$ cat src/rtl/sbr_table_fl.sv
// Same-bank-request table: free-list allocation, per-entry retire, saturating totals,
// registered CAM lookup and max-total select. Define SBR_AGING_EN to add starvation aging.
module sbr_table_fl #(
    parameter int ENTRIES = 16,
    parameter int TAG_W   = 8,
    parameter int BG_W    = 2,
    parameter int BANK_W  = 2,
    parameter int REQ_W   = 8,
    parameter int SRR_W   = 6,
    localparam int ID_W   = $clog2(ENTRIES)
) (
    input  logic              clk,
    input  logic              rst_n,
    input  logic              clear,
    input  logic              alloc_valid,
    output logic              alloc_ready,
    input  logic [TAG_W-1:0]  alloc_tag,
    input  logic [BG_W-1:0]   alloc_bg,
    input  logic [BANK_W-1:0] alloc_bank,
    input  logic [SRR_W-1:0]  alloc_head,
    output logic              alloc_done,
    output logic [ID_W-1:0]   alloc_id,
    input  logic              upd_en,
    input  logic [ID_W-1:0]   upd_id,
    input  logic [REQ_W-1:0]  upd_inc,
    input  logic [SRR_W-1:0]  upd_rows,
    input  logic [SRR_W-1:0]  upd_tail,
    input  logic              retire_en,
    input  logic [ID_W-1:0]   retire_id,
    input  logic [ID_W-1:0]   rd_id,
    output logic              rd_valid,
    output logic [TAG_W-1:0]  rd_tag,
    output logic [BG_W-1:0]   rd_bg,
    output logic [BANK_W-1:0] rd_bank,
    output logic [REQ_W-1:0]  rd_total,
    output logic [SRR_W-1:0]  rd_rows,
    output logic [SRR_W-1:0]  rd_head,
    output logic [SRR_W-1:0]  rd_tail,
    input  logic              lookup_en,
    input  logic [TAG_W-1:0]  lookup_tag,
    output logic              lookup_hit,
    output logic [ID_W-1:0]   lookup_id,
    input  logic              select_req,
    output logic              select_valid,
    output logic [ID_W-1:0]   select_id,
    output logic [REQ_W-1:0]  select_total,
    output logic [ID_W:0]     count,
    output logic              full,
    output logic              empty
);

    logic [ENTRIES-1:0] valid;
    logic [TAG_W-1:0]   tag_mem   [ENTRIES];
    logic [BG_W-1:0]    bg_mem    [ENTRIES];
    logic [BANK_W-1:0]  bank_mem  [ENTRIES];
    logic [REQ_W-1:0]   total_mem [ENTRIES];
    logic [SRR_W-1:0]   rows_mem  [ENTRIES];
    logic [SRR_W-1:0]   head_mem  [ENTRIES];
    logic [SRR_W-1:0]   tail_mem  [ENTRIES];

    logic               accept;
    logic               retire_eff;
    logic               upd_eff;
    logic [ID_W-1:0]    free_id;
    logic [REQ_W:0]     upd_sum;
    logic [REQ_W-1:0]   upd_total;
    logic               lk_hit_c;
    logic [ID_W-1:0]    lk_id_c;
    logic [ENTRIES-1:0] cand;
    logic               sel_found;
    logic [ID_W-1:0]    sel_id_c;
    logic [REQ_W-1:0]   sel_total_c;

    assign full        = (count == (ID_W+1)'(ENTRIES));
    assign empty       = (count == '0);
    assign alloc_ready = ~full;
    assign accept      = alloc_valid & ~full & ~clear;
    assign retire_eff  = retire_en & valid[retire_id] & ~clear;
    // An update racing a retire of the same entry is discarded.
    assign upd_eff     = upd_en & valid[upd_id] & ~clear & ~(retire_en && (retire_id == upd_id));
    assign upd_sum     = {1'b0, total_mem[upd_id]} + {1'b0, upd_inc};
    assign upd_total   = upd_sum[REQ_W] ? '1 : upd_sum[REQ_W-1:0];

    always_comb begin
        logic found;
        found   = 1'b0;
        free_id = '0;
        for (int i = 0; i < ENTRIES; i++) begin
            if (!valid[i] && !found) begin
                found   = 1'b1;
                free_id = ID_W'(i);
            end
        end
    end

    always_comb begin
        lk_hit_c = 1'b0;
        lk_id_c  = '0;
        for (int i = 0; i < ENTRIES; i++) begin
            if (valid[i] && (tag_mem[i] == lookup_tag) && !lk_hit_c) begin
                lk_hit_c = 1'b1;
                lk_id_c  = ID_W'(i);
            end
        end
    end

    always_comb begin
        for (int i = 0; i < ENTRIES; i++) begin
            cand[i] = valid[i] && (total_mem[i] != '0);
        end
    end

`ifdef SBR_AGING_EN
    logic [3:0] age_mem [ENTRIES];
`endif

    // Strict greater-than keeps the lowest index on ties.
    always_comb begin
        sel_found   = 1'b0;
        sel_id_c    = '0;
        sel_total_c = '0;
        for (int i = 0; i < ENTRIES; i++) begin
            if (cand[i] && (total_mem[i] > sel_total_c)) begin
                sel_found   = 1'b1;
                sel_id_c    = ID_W'(i);
                sel_total_c = total_mem[i];
            end
        end
`ifdef SBR_AGING_EN
        begin
            logic aged;
            aged = 1'b0;
            for (int i = 0; i < ENTRIES; i++) begin
                if (cand[i] && (age_mem[i] == 4'hF) && !aged) begin
                    aged        = 1'b1;
                    sel_id_c    = ID_W'(i);
                    sel_total_c = total_mem[i];
                end
            end
        end
`endif
    end

    always_ff @(posedge clk or negedge rst_n) begin
        if (!rst_n) begin
            valid <= '0;
            count <= '0;
        end else if (clear) begin
            valid <= '0;
            count <= '0;
        end else begin
            if (accept)     valid[free_id]   <= 1'b1;
            if (retire_eff) valid[retire_id] <= 1'b0;
            count <= count + (ID_W+1)'(accept) - (ID_W+1)'(retire_eff);
        end
    end

    always_ff @(posedge clk) begin
        if (accept) begin
            tag_mem[free_id]   <= alloc_tag;
            bg_mem[free_id]    <= alloc_bg;
            bank_mem[free_id]  <= alloc_bank;
            head_mem[free_id]  <= alloc_head;
            tail_mem[free_id]  <= alloc_head;
            total_mem[free_id] <= '0;
            rows_mem[free_id]  <= '0;
        end
        if (upd_eff) begin
            total_mem[upd_id] <= upd_total;
            rows_mem[upd_id]  <= upd_rows;
            tail_mem[upd_id]  <= upd_tail;
        end
    end

`ifdef SBR_AGING_EN
    always_ff @(posedge clk) begin
        if (select_req && sel_found && !clear) begin
            for (int i = 0; i < ENTRIES; i++) begin
                if (ID_W'(i) == sel_id_c)           age_mem[i] <= 4'h0;
                else if (cand[i] && age_mem[i] != 4'hF) age_mem[i] <= age_mem[i] + 4'h1;
            end
        end
        if (accept) age_mem[free_id] <= 4'h0;
    end
`endif

    always_ff @(posedge clk or negedge rst_n) begin
        if (!rst_n) begin
            alloc_done   <= 1'b0;
            alloc_id     <= '0;
            lookup_hit   <= 1'b0;
            lookup_id    <= '0;
            select_valid <= 1'b0;
            select_id    <= '0;
            select_total <= '0;
            rd_valid     <= 1'b0;
            rd_tag       <= '0;
            rd_bg        <= '0;
            rd_bank      <= '0;
            rd_total     <= '0;
            rd_rows      <= '0;
            rd_head      <= '0;
            rd_tail      <= '0;
        end else begin
            rd_valid <= valid[rd_id];
            rd_tag   <= tag_mem[rd_id];
            rd_bg    <= bg_mem[rd_id];
            rd_bank  <= bank_mem[rd_id];
            rd_total <= total_mem[rd_id];
            rd_rows  <= rows_mem[rd_id];
            rd_head  <= head_mem[rd_id];
            rd_tail  <= tail_mem[rd_id];
            if (clear) begin
                alloc_done   <= 1'b0;
                lookup_hit   <= 1'b0;
                lookup_id    <= '0;
                select_valid <= 1'b0;
                select_id    <= '0;
                select_total <= '0;
            end else begin
                alloc_done <= accept;
                if (accept) alloc_id <= free_id;
                lookup_hit <= lookup_en & lk_hit_c;
                lookup_id  <= lookup_en ? lk_id_c : '0;
                if (select_req) begin
                    select_valid <= sel_found;
                    select_id    <= sel_id_c;
                    select_total <= sel_total_c;
                end
            end
        end
    end

endmodule

$ cat config.mk
export PLATFORM = sky130hd
export DESIGN_NAME = sbr_table_fl
export DESIGN_NICKNAME = d
export VERILOG_FILES = /design/src/rtl/sbr_table_fl.sv
export SDC_FILE = /design/constraint.sdc
export NUM_CORES = 1
export LEC_CHECK = 0
export ABC_CLOCK_PERIOD_IN_PS = 35900
export CAP_MARGIN = 15
export CORE_MARGIN = 3
export CORE_UTILIZATION = 64
export CTS_BUF_LIST = sky130_fd_sc_hd__clkbuf_4
export DETAILED_ROUTE_END_ITERATION = 7
export PLACE_DENSITY = 0.81
export SLEW_MARGIN = 25
export SYNTH_ARGS = -nofsm -noshare
export SYNTH_HDL_FRONTEND = slang
export SYNTH_SLANG_ARGS = --single-unit
$ cat constraint.sdc
create_clock -name clk -period 35.9 [get_ports clk]
set_input_delay 7.18 -clock clk [delete_from_list [all_inputs] [get_ports clk]]
set_output_delay 7.18 -clock clk [all_outputs]
set_load 0.03 [all_outputs]
== After elaboration in Yosys (flattened, before gate mapping) ==
Memories as Yosys holds them, arrays and structs flattened. A register that Yosys moved wholly into a read port is not among the register bits.
Index checks and enable logic that the tools add are counted.

* Add/subtract/negate cells: 3
* Magnitude comparators: 22
* Eq/ne operators: 18
* Muxes and demuxes: 138
* Bitwise gates (word level): 14
* Reduce and logical (&&, ||, !) cells: 151

{| class="wikitable"
|+ Operator list
! kind !! count
|-
| $mux 4 || 46
|-
| $mux 8 || 19
|-
| $eq 8x8->1 || 16
|-
| $reduce_bool 8->1 || 16
|-
| $gt 8x8->1 || 15
|-
| $logic_and 1x1->1 || 81
|-
| $mux 16 || 4
|-
| $mux 1 || 63
|-
| $logic_not 1->1 || 51
|-
| $lt 4x5->1 const B || 4
|-
| $and 16x16->16 || 1
|-
| $not 16->16 || 1
|-
| $or 16x16->16 || 1
|-
| $bmux 1 s4 || 3
|-
| $add 8x8->9 || 1
|-
| $and 1x1->1 || 8
|-
| $demux 1 s4 || 2
|-
| $ge 4x1->1 const B || 2
|-
| $gt 8x1->1 const B || 1
|-
| $add 5x1->5 || 1
|-
| $eq 5x5->1 const B || 1
|-
| $logic_not 5->1 || 1
|-
| $mux 5 || 1
|-
| $sub 5x1->5 || 1
|-
| 4 further kinds || 6
|}

* Flip-flop bits (word level): 45
* Bits in writable memories: 608
* Input port bits: 66
* Output and inout port bits: 70
* Memories: 7

{| class="wikitable"
|+ Memory list
! memory !! depth !! width !! rd ports !! clocked after memory_dff !! wr ports !! RTL line !! RTL
|-
| tag_mem || 16 || 8 || 17 || 1 || 1 || 53 || <nowiki>logic [TAG_W-1:0] tag_mem [ENTRIES];</nowiki>
|-
| total_mem || 16 || 8 || 18 || 1 || 2 || 56 || <nowiki>logic [REQ_W-1:0] total_mem [ENTRIES];</nowiki>
|-
| head_mem || 16 || 6 || 1 || 1 || 1 || 58 || <nowiki>logic [SRR_W-1:0] head_mem [ENTRIES];</nowiki>
|-
| rows_mem || 16 || 6 || 1 || 1 || 2 || 57 || <nowiki>logic [SRR_W-1:0] rows_mem [ENTRIES];</nowiki>
|-
| tail_mem || 16 || 6 || 1 || 1 || 2 || 59 || <nowiki>logic [SRR_W-1:0] tail_mem [ENTRIES];</nowiki>
|-
| bank_mem || 16 || 2 || 1 || 1 || 1 || 55 || <nowiki>logic [BANK_W-1:0] bank_mem [ENTRIES];</nowiki>
|-
| 1 more memories || -- || -- || -- || -- || -- || -- ||
|}

== Logic depth before layout (Yosys ltp) ==
* Depth after elaboration: 55
* Depth in mapped cells: 161

== Least setup slack after synthesis ==
OpenSTA, ideal clock, no wires.

* Path kind: register to register
* Start point: register valid[0]
* End point: register select_valid
* Library setup time: 138 ps
* Data arrival time: 28367 ps
* Path slack: 7395 ps
* Stages on the path, launching flop included: 153
* Buffers on the path: 8
* Cell sequence: dfrtp_1 -> clkbuf_1 -> clkbuf_1 -> nand2_1 -> ha_1 -> nor2b_1 -> o211ai_1 -> a21oi_1 -> o21ai_1 -> clkbuf_1 -> o21ai_0 -> inv_1 -> ha_1 -> nor2b_1 -> o311a_1 -> or3_1 -> a221o_1 -> o211ai_1 -> (+117 left out) -> nand2b_1 -> a21o_1 -> o2111ai_1 -> clkinv_1 -> o31ai_1 -> ha_1 -> nor2b_1 -> o21a_1 -> o21ai_0 -> nand2b_1 -> a21oi_1 -> o21ai_0 -> o311a_1 -> nor2_1 -> nand2_1 -> or3b_2 -> nor3_1 -> a211oi_1

* Longest elaborated chain between the ends: 50
* Elaborated cells on any way between the ends: 65
* Those cells by class: order compare: 15; mux: 33; reduce/logical: 17

{| class="wikitable"
|+ RTL lines
! item !! RTL line !! RTL
|-
| start, declared || 52 || <nowiki>logic [ENTRIES-1:0] valid;</nowiki>
|-
| start signal, assigned || 146 || <nowiki>valid <= '0;</nowiki>
|-
| start signal, assigned || 149 || <nowiki>valid <= '0;</nowiki>
|-
| start signal, assigned by index || 152 || <nowiki>if (accept) valid[free_id] <= 1'b1;</nowiki>
|-
| $logic_and 1x1->1 * || 109 || <nowiki>cand[i] = valid[i] && (total_mem[i] != '0);</nowiki>
|-
| $logic_and 1x1->1 * || 123 || <nowiki>if (cand[i] && (total_mem[i] > sel_total_c)) begin</nowiki>
|-
| $mux 8 || 123 ||
|-
| $gt 8x8->1 || 123 ||
|-
| $logic_and 1x1->1 || 123 ||
|-
| $mux 8 || 123 ||
|-
| $gt 8x8->1 || 123 ||
|-
| $logic_and 1x1->1 || 123 ||
|-
| (+34 left out) || -- ||
|-
| $gt 8x8->1 || 123 ||
|-
| $logic_and 1x1->1 || 123 ||
|-
| $mux 8 || 123 ||
|-
| $gt 8x8->1 || 123 ||
|-
| $logic_and 1x1->1 || 123 ||
|-
| $mux 1 * || 123 ||
|-
| $mux 1 * || 225 || <nowiki>if (select_req) begin</nowiki>
|-
| $mux 1 * || 213 || <nowiki>if (clear) begin</nowiki>
|-
| end signal, assigned || 226 || <nowiki>select_valid <= sel_found;</nowiki>
|-
| end, declared || 44 || <nowiki>output logic select_valid,</nowiki>
|}

Every way passes the cells marked *; elsewhere a longest branch is shown, timed or not. The select of a mux whose other input is x is not followed.
A chain may end at the register's enable or synchronous reset.

== Final worst setup path ==
Ends and elaborated chain as after synthesis.

==> results.ini <==
[timing]
drv_slew=0
period_needed_ps=33150
max_freq_ghz=0.0302
fin_skew_ps=61.2
slew_headroom=0.242
tightest_slew_ps=1130
setup_viol=0
rsz0062_at_grt=no
fin_setup_tns_ps=0
worst_slack_ps=2750
hold_viol_final=0
fin_crit_sh=0.923

[clock_tree]
cts_root_buffer=clkbuf_4
clk_pin_slew_ps=60
cts_hold_buf=0
clkLatencyLatePin_ps=1070
htreeDepth=4
cts_made_buffers=175
cts_tree=done
clockBufferDepth=3
clock_sinks=691

[outcome]
status=finished clean

[hold_path]
worstHoldEndpoint=select_total[2]
hold_path.class=flop to flop
holdPathStages=2
hp-start=select_total[2]

[grt]
grt_pass1_wl_um=169000
grt-busiest-layer=met2
use_met3=0.118
use_met1=0.503
antenna_found_initial=6
grtUsageTotal=0.376
overflow=0
grt_max_degree=98
grt_use_met2=0.570
grt_pass1_vias=27300

[worst_setup_path]
criticalPathCategory=flop to flop
rr_endpoint=select_valid
cp-startpoint=valid[0]
crit_arrival_ps=34030
crit_required_ps=36780
critPathTopFamily=compound AO/OA/AOI/OAI gates
worst_r2r_path_depth=147
crit_path_start_kind=flop
r2r-start=valid[0]
worst-path-buf-inv=10
cp_max_fo=23
critPathSlowestCell=dfrtp_1
r2r_slack_ps=2750
endpoint_kind=flop
max_stage_delay_ps=800

[detailed_routing]
dr.pass1.iters=6
wl_um=112000
num_vias=27100
dr.first_iter.drc_count=3813
via_per_inst=6.90
drc=0
ant_nets=0
wl_per_cell_um=28.6

[placement]
dpl_cell_area_um2=39700
place_congestion=0.994
io_buffers=135
dp_hpwl_um=74500
dp_slack_ps=3040
dp.cells=3603

[logic_synthesis]
synth-xor-area-share=0.0351
netlist.area_leader.share=0.488
syn_inst=2819
syn_area_um2=37400
yosysWarnings=0
synth_top_family_by_area=multiplexers
synthMuxAreaShare=0.177
synth_ff_type=edfxtp_1
yosys.area.top_type=edfxtp_1
ys_seq_area_frac=0.544
synth.avg_cell_area_um2=13.3
synthArstFlopShare=0.120
synth_edf_count=608
synth_nets=3009
ys_seq_elements=691
synth.distinct_cells=74
synth_adder_area_share=0.0419
synthTopCellsByArea=edfxtp_1 (49%), mux4_2 (15%), dfrtp_1 (5.6%), ha_1 (4.1%), nor2_1 (2.7%)
yosys.area_share.simple=0.112
synth_compound_area_frac=0.0609

[cells_and_area]
layout.cells.non_filler=3931
fill_cells=3644
syn2layout_area_growth_pct=12.4
fin_area_um2=42100
nNetsFinal=3216
drive_gt1_frac=0.245

[floorplanning]
ioPinCount=136
coreArea_um2=57100
dieArea_um2=61400
die_w_um=248
start_util=0.655
rows=87
die_y_um=248

[power]
vdd_drop_max_mv=0.0352
p_total_uw=1830
power_density_nw_per_um2=43.5
leakagePower_uw=0.0158

[run]
maxCapViolations=0

## layout by cell type, fill, tap and decap left out, types with 44 or more instances in the layout
master | Yosys | routed
edfxtp_1 | 608 | 608
clkbuf_4 | 0 | 277
nand2_1 | 265 | 265
mux4_2 | 245 | 245
nor2_1 | 267 | 244
inv_1 | 126 | 126
ha_1 | 122 | 122
clkdlybuf4s50_1 | 0 | 122
xor2_1 | 86 | 86
and3_1 | 85 | 85
dfrtp_1 | 83 | 83
mux2_2 | 75 | 75
a21oi_1 | 69 | 69
xnor2_1 | 64 | 64
buf_4 | 0 | 63
o21ai_0 | 66 | 50
nand3_1 | 44 | 44
## tightest hold or removal path: cells and delay by family, from the launching register on
kind | cells | cell delay [ps]
flip-flops | 1 | 340
multiplexers | 1 | 60
AND/OR/NAND/NOR | 1 | 80
## cell families (layout without fill, tap and decap cells)
group,Yosys count,in the layout
compound gates,330,330
flops,691,691
fa+ha+maj,124,124
xor+xnor,150,150
mux,346,346
other cells,0,8
simple gates,881,881
buf+inv,297,645
## area by class of cell
type                    instances  area [µm²]  area share
diodes                          8        20.0    0.000476
clock buffers                 276        2070      0.0493
clock inverters                42         253     0.00601
inverters                     127         477      0.0113
multi-input cells            1831       16100       0.384
flip-flops and latches        691       20300       0.484
well taps                     756         946      0.0225
repair buffers                200        1820      0.0433
## metal layers
metal  wire length (µm)  part of all wire
met1              39000              0.35
met2              51600              0.46
met3              15600              0.14
met4               6030             0.054
met5                 23           0.00020
## power breakdown
group,internal [µW],leakage [µW],switching (µW)
registers,884,0.00667,9.92
clock network,360,0.00139,338
logic,93.6,0.00774,143
## synth_stat cells, types with 10 or more instances
library cell  number
nor3_1            26
inv_1            126
nand3_1           44
nand4_1           29
a211oi_1          27
a21o_1            42
clkbuf_1         140
a31oi_1           14
o21ai_0           66
or4_1             11
nor2_1           267
mux2_2            75
nor2b_1           21
o21ai_1           10
and3_1            85
nor4_1            42
o31ai_1           15
xnor2_1           64
buf_1             28
a21oi_1           69
mux4_2           245
nand2b_1          14
xor2_1            86
dfrtp_1           83
nand2_1          265
mux2i_1           26
ha_1             122
edfxtp_1         608
and2_1            40
## metrics by stage
step           hold WS, ps   util
6_report               524  0.736
5_1_grt                554  0.736
4_1_cts                527  0.735
3_5_place_dp           514  0.694
3_3_place_gp           522  0.694
2_1_floorplan          601      -
## sequential cells by signal, summed over array words and instances, names as in the netlist, 5 cells and up
| name | cells |
|---|---|
| rd_head | 6 |
| bg_mem | 32 |
| bank_mem | 32 |
| total_mem | 128 |
| count | 5 |
| rd_total | 8 |
| head_mem | 96 |
| rows_mem | 96 |
| valid | 16 |
| rd_tail | 6 |
| rd_rows | 6 |
| tag_mem | 128 |
| tail_mem | 96 |
| select_total | 8 |
| rd_tag | 8 |
## how the worst max path moves through the flow
stage	endpoint	slack (ps)	cells after the start
final	select_valid	2750	147
after global routing	select_valid	190	146
after CTS	select_valid	2960	145
after detailed placement	select_valid	3040	145
after global placement	select_valid	4610	148
after floorplan	select_valid	7390	152
## timing repair
item | CTS | global route
resized for setup | 0 | 1
setup buffers | 0 | 0
setup endpoints to repair | 0 | 2
Note: power is estimated with default switching activity, not from simulation.
